### src/rtl/regfile_pkg.sv
// Shared constants and helpers for the multi-port register file with busy-bit scoreboard.
// Optional write-through read bypass is enabled by defining REGFILE_BYPASS_EN.
package regfile_pkg;

   localparam int DEF_WIDTH = 32;
   localparam int DEF_DEPTH = 32;

   // Upper bounds for the write-port priority encoder; callers zero-pad unused lanes.
   localparam int MAX_WR = 8;
   localparam int MAX_AW = 16;

   typedef struct packed {
      logic       hit;
      logic [2:0] port;
   } wr_sel_t;

   function automatic int addr_width(input int depth);
      return (depth > 1) ? $clog2(depth) : 1;
   endfunction

   // Highest-index enabled port whose address matches wins.
   function automatic wr_sel_t win_port(input logic [MAX_WR-1:0]        en,
                                        input logic [MAX_WR*MAX_AW-1:0] addrs,
                                        input logic [MAX_AW-1:0]        addr);
      wr_sel_t sel;
      sel = '0;
      for (int p = 0; p < MAX_WR; p++) begin
         if (en[p] && (addrs[p*MAX_AW +: MAX_AW] == addr)) begin
            sel.hit  = 1'b1;
            sel.port = 3'(p);
         end
      end
      return sel;
   endfunction

endpackage

### src/rtl/regfile_scoreboard.sv
// Busy-bit scoreboard: a reservation sets a bit, a write to the same register clears it,
// and a reservation wins over a same-edge write.
module regfile_scoreboard
   import regfile_pkg::*;
#(
   parameter int DEPTH    = DEF_DEPTH,
   parameter int AW       = addr_width(DEF_DEPTH),
   parameter int ZERO_REG = 1
) (
   input  logic             clk,
   input  logic             rst,
   input  logic             rsv_en,
   input  logic [AW-1:0]    rsv_addr,
   input  logic [DEPTH-1:0] clr,
   output logic [DEPTH-1:0] busy_vec,
   output logic [DEPTH-1:0] busy_next
);

   always_comb begin
      busy_next = busy_vec;
      for (int r = 0; r < DEPTH; r++) begin
         if (rsv_en && (rsv_addr == AW'(r))) begin
            busy_next[r] = 1'b1;
         end else if (clr[r]) begin
            busy_next[r] = 1'b0;
         end
      end
      if (ZERO_REG != 0) begin
         busy_next[0] = 1'b0;
      end
   end

   always_ff @(posedge clk or posedge rst) begin
      if (rst) begin
         busy_vec <= '0;
      end else begin
         busy_vec <= busy_next;
      end
   end

endmodule

### src/rtl/regfile_mp_sb.sv
// Parametrised multi-port register file with registered reads, write-port priority and a
// busy-bit scoreboard. Define REGFILE_BYPASS_EN to forward same-edge writes to the read ports.
module regfile_mp_sb
   import regfile_pkg::*;
#(
   parameter  int WIDTH    = DEF_WIDTH,
   parameter  int DEPTH    = DEF_DEPTH,
   parameter  int NUM_RD   = 2,
   parameter  int NUM_WR   = 2,
   parameter  int ZERO_REG = 1,
   localparam int AW       = addr_width(DEPTH)
) (
   input  logic                    clk,
   input  logic                    rst,
   input  logic [NUM_RD*AW-1:0]    rd_addr,
   output logic [NUM_RD*WIDTH-1:0] rd_data,
   output logic [NUM_RD-1:0]       rd_busy,
   input  logic [NUM_WR-1:0]       wr_en,
   input  logic [NUM_WR*AW-1:0]    wr_addr,
   input  logic [NUM_WR*WIDTH-1:0] wr_data,
   input  logic                    rsv_en,
   input  logic [AW-1:0]           rsv_addr,
   output logic [DEPTH-1:0]        busy_vec
);

   logic [WIDTH-1:0]         mem [DEPTH];
   logic [MAX_WR-1:0]        en_pad;
   logic [MAX_WR*MAX_AW-1:0] addr_pad;
   wr_sel_t                  sel [DEPTH];
   logic [DEPTH-1:0]         wr_hit;
`ifdef REGFILE_BYPASS_EN
   logic [DEPTH-1:0]         busy_next;
`endif

   // Out-of-range and zero-register writes are masked here so every consumer sees only legal writes.
   always_comb begin
      en_pad   = '0;
      addr_pad = '0;
      for (int p = 0; p < NUM_WR; p++) begin
         addr_pad[p*MAX_AW +: MAX_AW] = MAX_AW'(wr_addr[p*AW +: AW]);
         en_pad[p] = wr_en[p]
                     && (32'(wr_addr[p*AW +: AW]) < DEPTH)
                     && !((ZERO_REG != 0) && (wr_addr[p*AW +: AW] == '0));
      end
   end

   always_comb begin
      for (int r = 0; r < DEPTH; r++) begin
         sel[r]    = win_port(en_pad, addr_pad, MAX_AW'(r));
         wr_hit[r] = sel[r].hit;
      end
   end

   always_ff @(posedge clk or posedge rst) begin
      if (rst) begin
         for (int r = 0; r < DEPTH; r++) begin
            mem[r] <= '0;
         end
      end else begin
         for (int r = 0; r < DEPTH; r++) begin
            if (sel[r].hit) begin
               mem[r] <= wr_data[int'(sel[r].port)*WIDTH +: WIDTH];
            end
         end
      end
   end

   regfile_scoreboard #(
      .DEPTH    (DEPTH),
      .AW       (AW),
      .ZERO_REG (ZERO_REG)
   ) u_scoreboard (
      .clk       (clk),
      .rst       (rst),
      .rsv_en    (rsv_en),
      .rsv_addr  (rsv_addr),
      .clr       (wr_hit),
      .busy_vec  (busy_vec),
`ifdef REGFILE_BYPASS_EN
      .busy_next (busy_next)
`else
      .busy_next ()
`endif
   );

   for (genvar i = 0; i < NUM_RD; i++) begin : g_rd
      logic [AW-1:0]    addr;
      logic             in_range;
      logic [WIDTH-1:0] data_d;
      logic [WIDTH-1:0] data_q;
      logic             busy_d;
      logic             busy_q;
`ifdef REGFILE_BYPASS_EN
      wr_sel_t          byp;
`endif

      always_comb begin
         addr     = rd_addr[i*AW +: AW];
         in_range = (32'(addr) < DEPTH);
         data_d   = '0;
         busy_d   = 1'b0;
         if (in_range) begin
            data_d = mem[addr];
            busy_d = busy_vec[addr];
         end
`ifdef REGFILE_BYPASS_EN
         byp = win_port(en_pad, addr_pad, MAX_AW'(addr));
         if (in_range) begin
            busy_d = busy_next[addr];
         end
         if (byp.hit) begin
            data_d = wr_data[int'(byp.port)*WIDTH +: WIDTH];
         end
`endif
      end

      always_ff @(posedge clk or posedge rst) begin
         if (rst) begin
            data_q <= '0;
            busy_q <= 1'b0;
         end else begin
            data_q <= data_d;
            busy_q <= busy_d;
         end
      end

      assign rd_data[i*WIDTH +: WIDTH] = data_q;
      assign rd_busy[i]                = busy_q;
   end

endmodule

### config.mk
export PLATFORM = sky130hd
export DESIGN_NAME = regfile_mp_sb
export DESIGN_NICKNAME = d
export VERILOG_FILES = /design/src/rtl/regfile_pkg.sv /design/src/rtl/regfile_scoreboard.sv /design/src/rtl/regfile_mp_sb.sv
export SDC_FILE = /design/constraint.sdc
export NUM_CORES = 2
export LEC_CHECK = 0
export BUFFER_PORTS_ARGS = -buffer_cell sky130_fd_sc_hd__buf_2
export CELL_PAD_IN_SITES_DETAIL_PLACEMENT = 2
export CELL_PAD_IN_SITES_GLOBAL_PLACEMENT = 2
export CORE_ASPECT_RATIO = 1.5
export CORE_MARGIN = 2
export CORE_UTILIZATION = 30
export DETAILED_ROUTE_END_ITERATION = 8
export PLACE_DENSITY_LB_ADDON = 0.1
export SYNTH_ARGS = -nofsm -noshare
export SYNTH_HDL_FRONTEND = slang
export SYNTH_SLANG_ARGS = --single-unit
### constraint.sdc
create_clock -name clk -period 34.1 [get_ports clk]
set_input_delay 5.115 -clock clk [delete_from_list [all_inputs] [get_ports clk]]
set_output_delay 5.115 -clock clk [all_outputs]
set_load 0.01 [all_outputs]
==> results by group <==
Clock network
  • CTS tree: done
  • Cts hold-fix bufs: 0
  • H-tree depth: 4
  • Postcts setup bufs: 0
  • Clock Path Buffers: 4
  • CTS clock-pin slew for the worst setup and hold paths: 60 ps
  • Num Clock Sinks: 1121
  • Root buf cell: clkbuf_16
  • Worst skew pair latency: 810 ps
  • Post-cts resize count: 0
  • Num CTS Buffers: 144

Power and ir drop
  • P_leak: 30.3 nW
  • Total power draw: 4.59 mW
  • Power Dens Cells: 63.0 mW/mm^2
  • VDD IR max: 0.0291 mV

Worst setup path
  • Worst R2R End: g_rd[1].data_q[22]$_DFF_PP0_
  • WP data arrival: 9670 ps
  • Worst R2R Path Depth: 3
  • Critical-path maximum fanout: 137
  • CP Launch Type: primary input
  • Worst EP required: 34900 ps
  • Reg-to-Reg Start: mem[534]$_DFFE_PP0P_
  • FF-to-FF setup slack: 32110 ps
  • Crit Path Class: in -> async
  • Setup crit start: rst
  • CP Capture Type: asynchronous set/reset pin

Die
  • Core ar.: 0.218 mm^2
  • Io pins: 192
  • Effective utilization at floorplan: 0.301
  • Die H: 577 um
  • Die area: 0.223 mm^2
  • Die X-Extent: 386 um
  • Rows: 210

Timing
  • Hold slack: 394 ps
  • F_max: 0.113 GHz
  • Part of the cycle the worst path needs: 0.260
  • Worst-Margin Slew: 1410 ps
  • Final Hold Viols: 0
  • Max-slew headroom: 0.0568
  • Final min period: 8870 ps
  • Clock Skew: 39.0 ps
  • Final WS setup: 25230 ps
  • Setup violations, final: 0
  • Final setup TNS: 0 ps
  • Slew Viols, Final: 0
  • RSZ-0062 raised after global routing: false

Yosys
  • Share of the synthesized area in the top cell type: 0.427
  • Distinct cells, synth: 50
  • Top post-synthesis cells by area: dfrtp_1 43%, mux4_2 18%, mux2i_1 15%
  • Post-synth ARST share: 1.00
  • Syn_nets: 6035
  • Synth Instances: 5941
  • Syn avg cell area: 11.1 um^2
  • Synth Cell Area: 0.0657 mm^2
  • Synthesis Warnings: 0
  • Synth Register Bits: 1121
  • EDFF count, synth: 0
  • Area leader, netlist: dfrtp_1
  • Most used DFF post-synth: dfrtp_1
  • Register area share after synthesis: 0.427

Final layout
  • Layout cells sized above 1: 0.198
  • Core Util, Final: 0.334
  • Final net count: 5772
  • FILL cells: 23071
  • Post-route cell area: 0.0729 mm^2
  • Final cell count without fillers: 8638
  • P&R area growth vs syn: 11.0%

Detailed routing
  • Vias per cell: 6.02
  • Detail Route Antenna Nets: 0
  • Detailed Routing Iterations Pass 1: 5
  • Routed WL per cell: 37.7 um
  • Total wire length: 326000 um
  • DR vias: 51976
  • Initial DRC count: 3436
  • DRC Markers: 0

Placement
  • Place WS: 24210 ps
  • Port buffer count: 190
  • Cell Area, Placed: 0.0682 mm^2
  • Post-Place Cells: 8394
  • GPL Wtd Cong: 0.772
  • Final HPWL DP: 183000 um

Flow run
  • Maximum Capacitance Violations: 0

GRT
  • Overall Global Routing Usage: 0.292
  • Initial antenna violation count: 18
  • Remaining global-route overflow: 0
  • Global-route wire length before repair: 460000 um
  • Largest net degree at the start of global routing: 153
  • Vias in the first global route: 56792

Outcome
  • Run status: finished clean

Hold path
  • Hold path startpoint: mem[1006]$_DFFE_PP0P_
  • Endpoint, Worst Hold: mem[1006]$_DFFE_PP0P_
  • Hold depth: 0
  • Worst hold path class: reg -> reg
==> registers in the layout, summed over array words and instances (netlist names) <==
name                   count
g_rd.data_q               64
u_scoreboard.busy_vec     31
mem                     1024
g_rd.busy_q                2
==> cells in the mapped netlist, types with 5 or more instances <==
cell	number
a21oi_1	640
a32o_1	5
and3_1	7
buf_1	8
buf_2	195
buf_4	118
buf_6	39
clkbuf_1	366
clkbuf_2	5
dfrtp_1	1121
inv_1	27
mux2_2	6
mux2i_1	994
mux4_2	518
nand2_1	414
nand2b_1	8
nand3_1	9
nand3b_1	8
nand4_1	6
nor2_1	656
nor2_2	13
nor2b_1	15
nor4_1	64
o2111ai_1	10
o21ai_0	337
o21ai_1	35
o22ai_1	271
==> cells in the final DEF (no fill, tap or decap), types with 7 or more instances in the layout <==
master        n
nor2_4       20
clkinv_2     15
nand2_1     391
bufinv_16     7
dfrtp_1    1121
clkbuf_8     36
nand2_4      25
mux2i_1     994
buf_4       126
nand3b_1      8
buf_2       186
clkbuf_1     29
a21oi_1     640
nor2b_1      14
mux4_2      518
o22ai_4      12
clkbuf_16   150
o21ai_0     337
o21ai_1      35
o22ai_1     259
o2111ai_1    10
nor2_1      649
inv_1        26
nor4_1       64
==> worst max-delay path by stage <==
stage	depth (start not counted)	to	slack (ps)
after global routing	7	mem[344]$_DFFE_PP0P_	24650
final	7	mem[376]$_DFFE_PP0P_	25230
after floorplan	1	g_rd[0].busy_q$_DFF_PP0_	13510
after global placement	7	mem[376]$_DFFE_PP0P_	24220
after detailed placement	7	mem[376]$_DFFE_PP0P_	24210
after CTS	7	mem[440]$_DFFE_PP0P_	25060
==> layout make-up <==
cell class	count	area [um^2]	area share
Multi-Input combinational cell	4062	34400	0.472
Sequential cell	1121	28100	0.385
Clock buffer	215	4360	0.0598
Tap cell	2862	3580	0.0491
Timing Repair Buffer	322	2060	0.0282
Clock inverter	24	310	0.00426
Inverter	27	105	0.00144
Antenna cell	5	12.5	0.000172
==> cells by family after synthesis <==
group           synth area share
flops                      0.427
compound gates             0.107
buf+inv                   0.0583
simple gates              0.0778
mux                        0.330
other cells            0.0000571
==> power breakdown <==
group	internal, mW	switching, mW
combinational	0.529	0.492
clock	0.931	0.655
sequential	1.68	0.303
==> critical path, cell delays in order <==
cell        delay [ps]
buf_2              120
clkinvlp_4         450
buf_12             620
buf_4              660
buf_4              670
buf_4              840
buf_4              860
==> layer usage <==
metal  wire length [um]  track usage
met1             139000        0.384
met2             161000        0.495
met3              12900       0.0304
met4              12700        0.105
met5                 13            0
(Power assumes the default switching activity.)
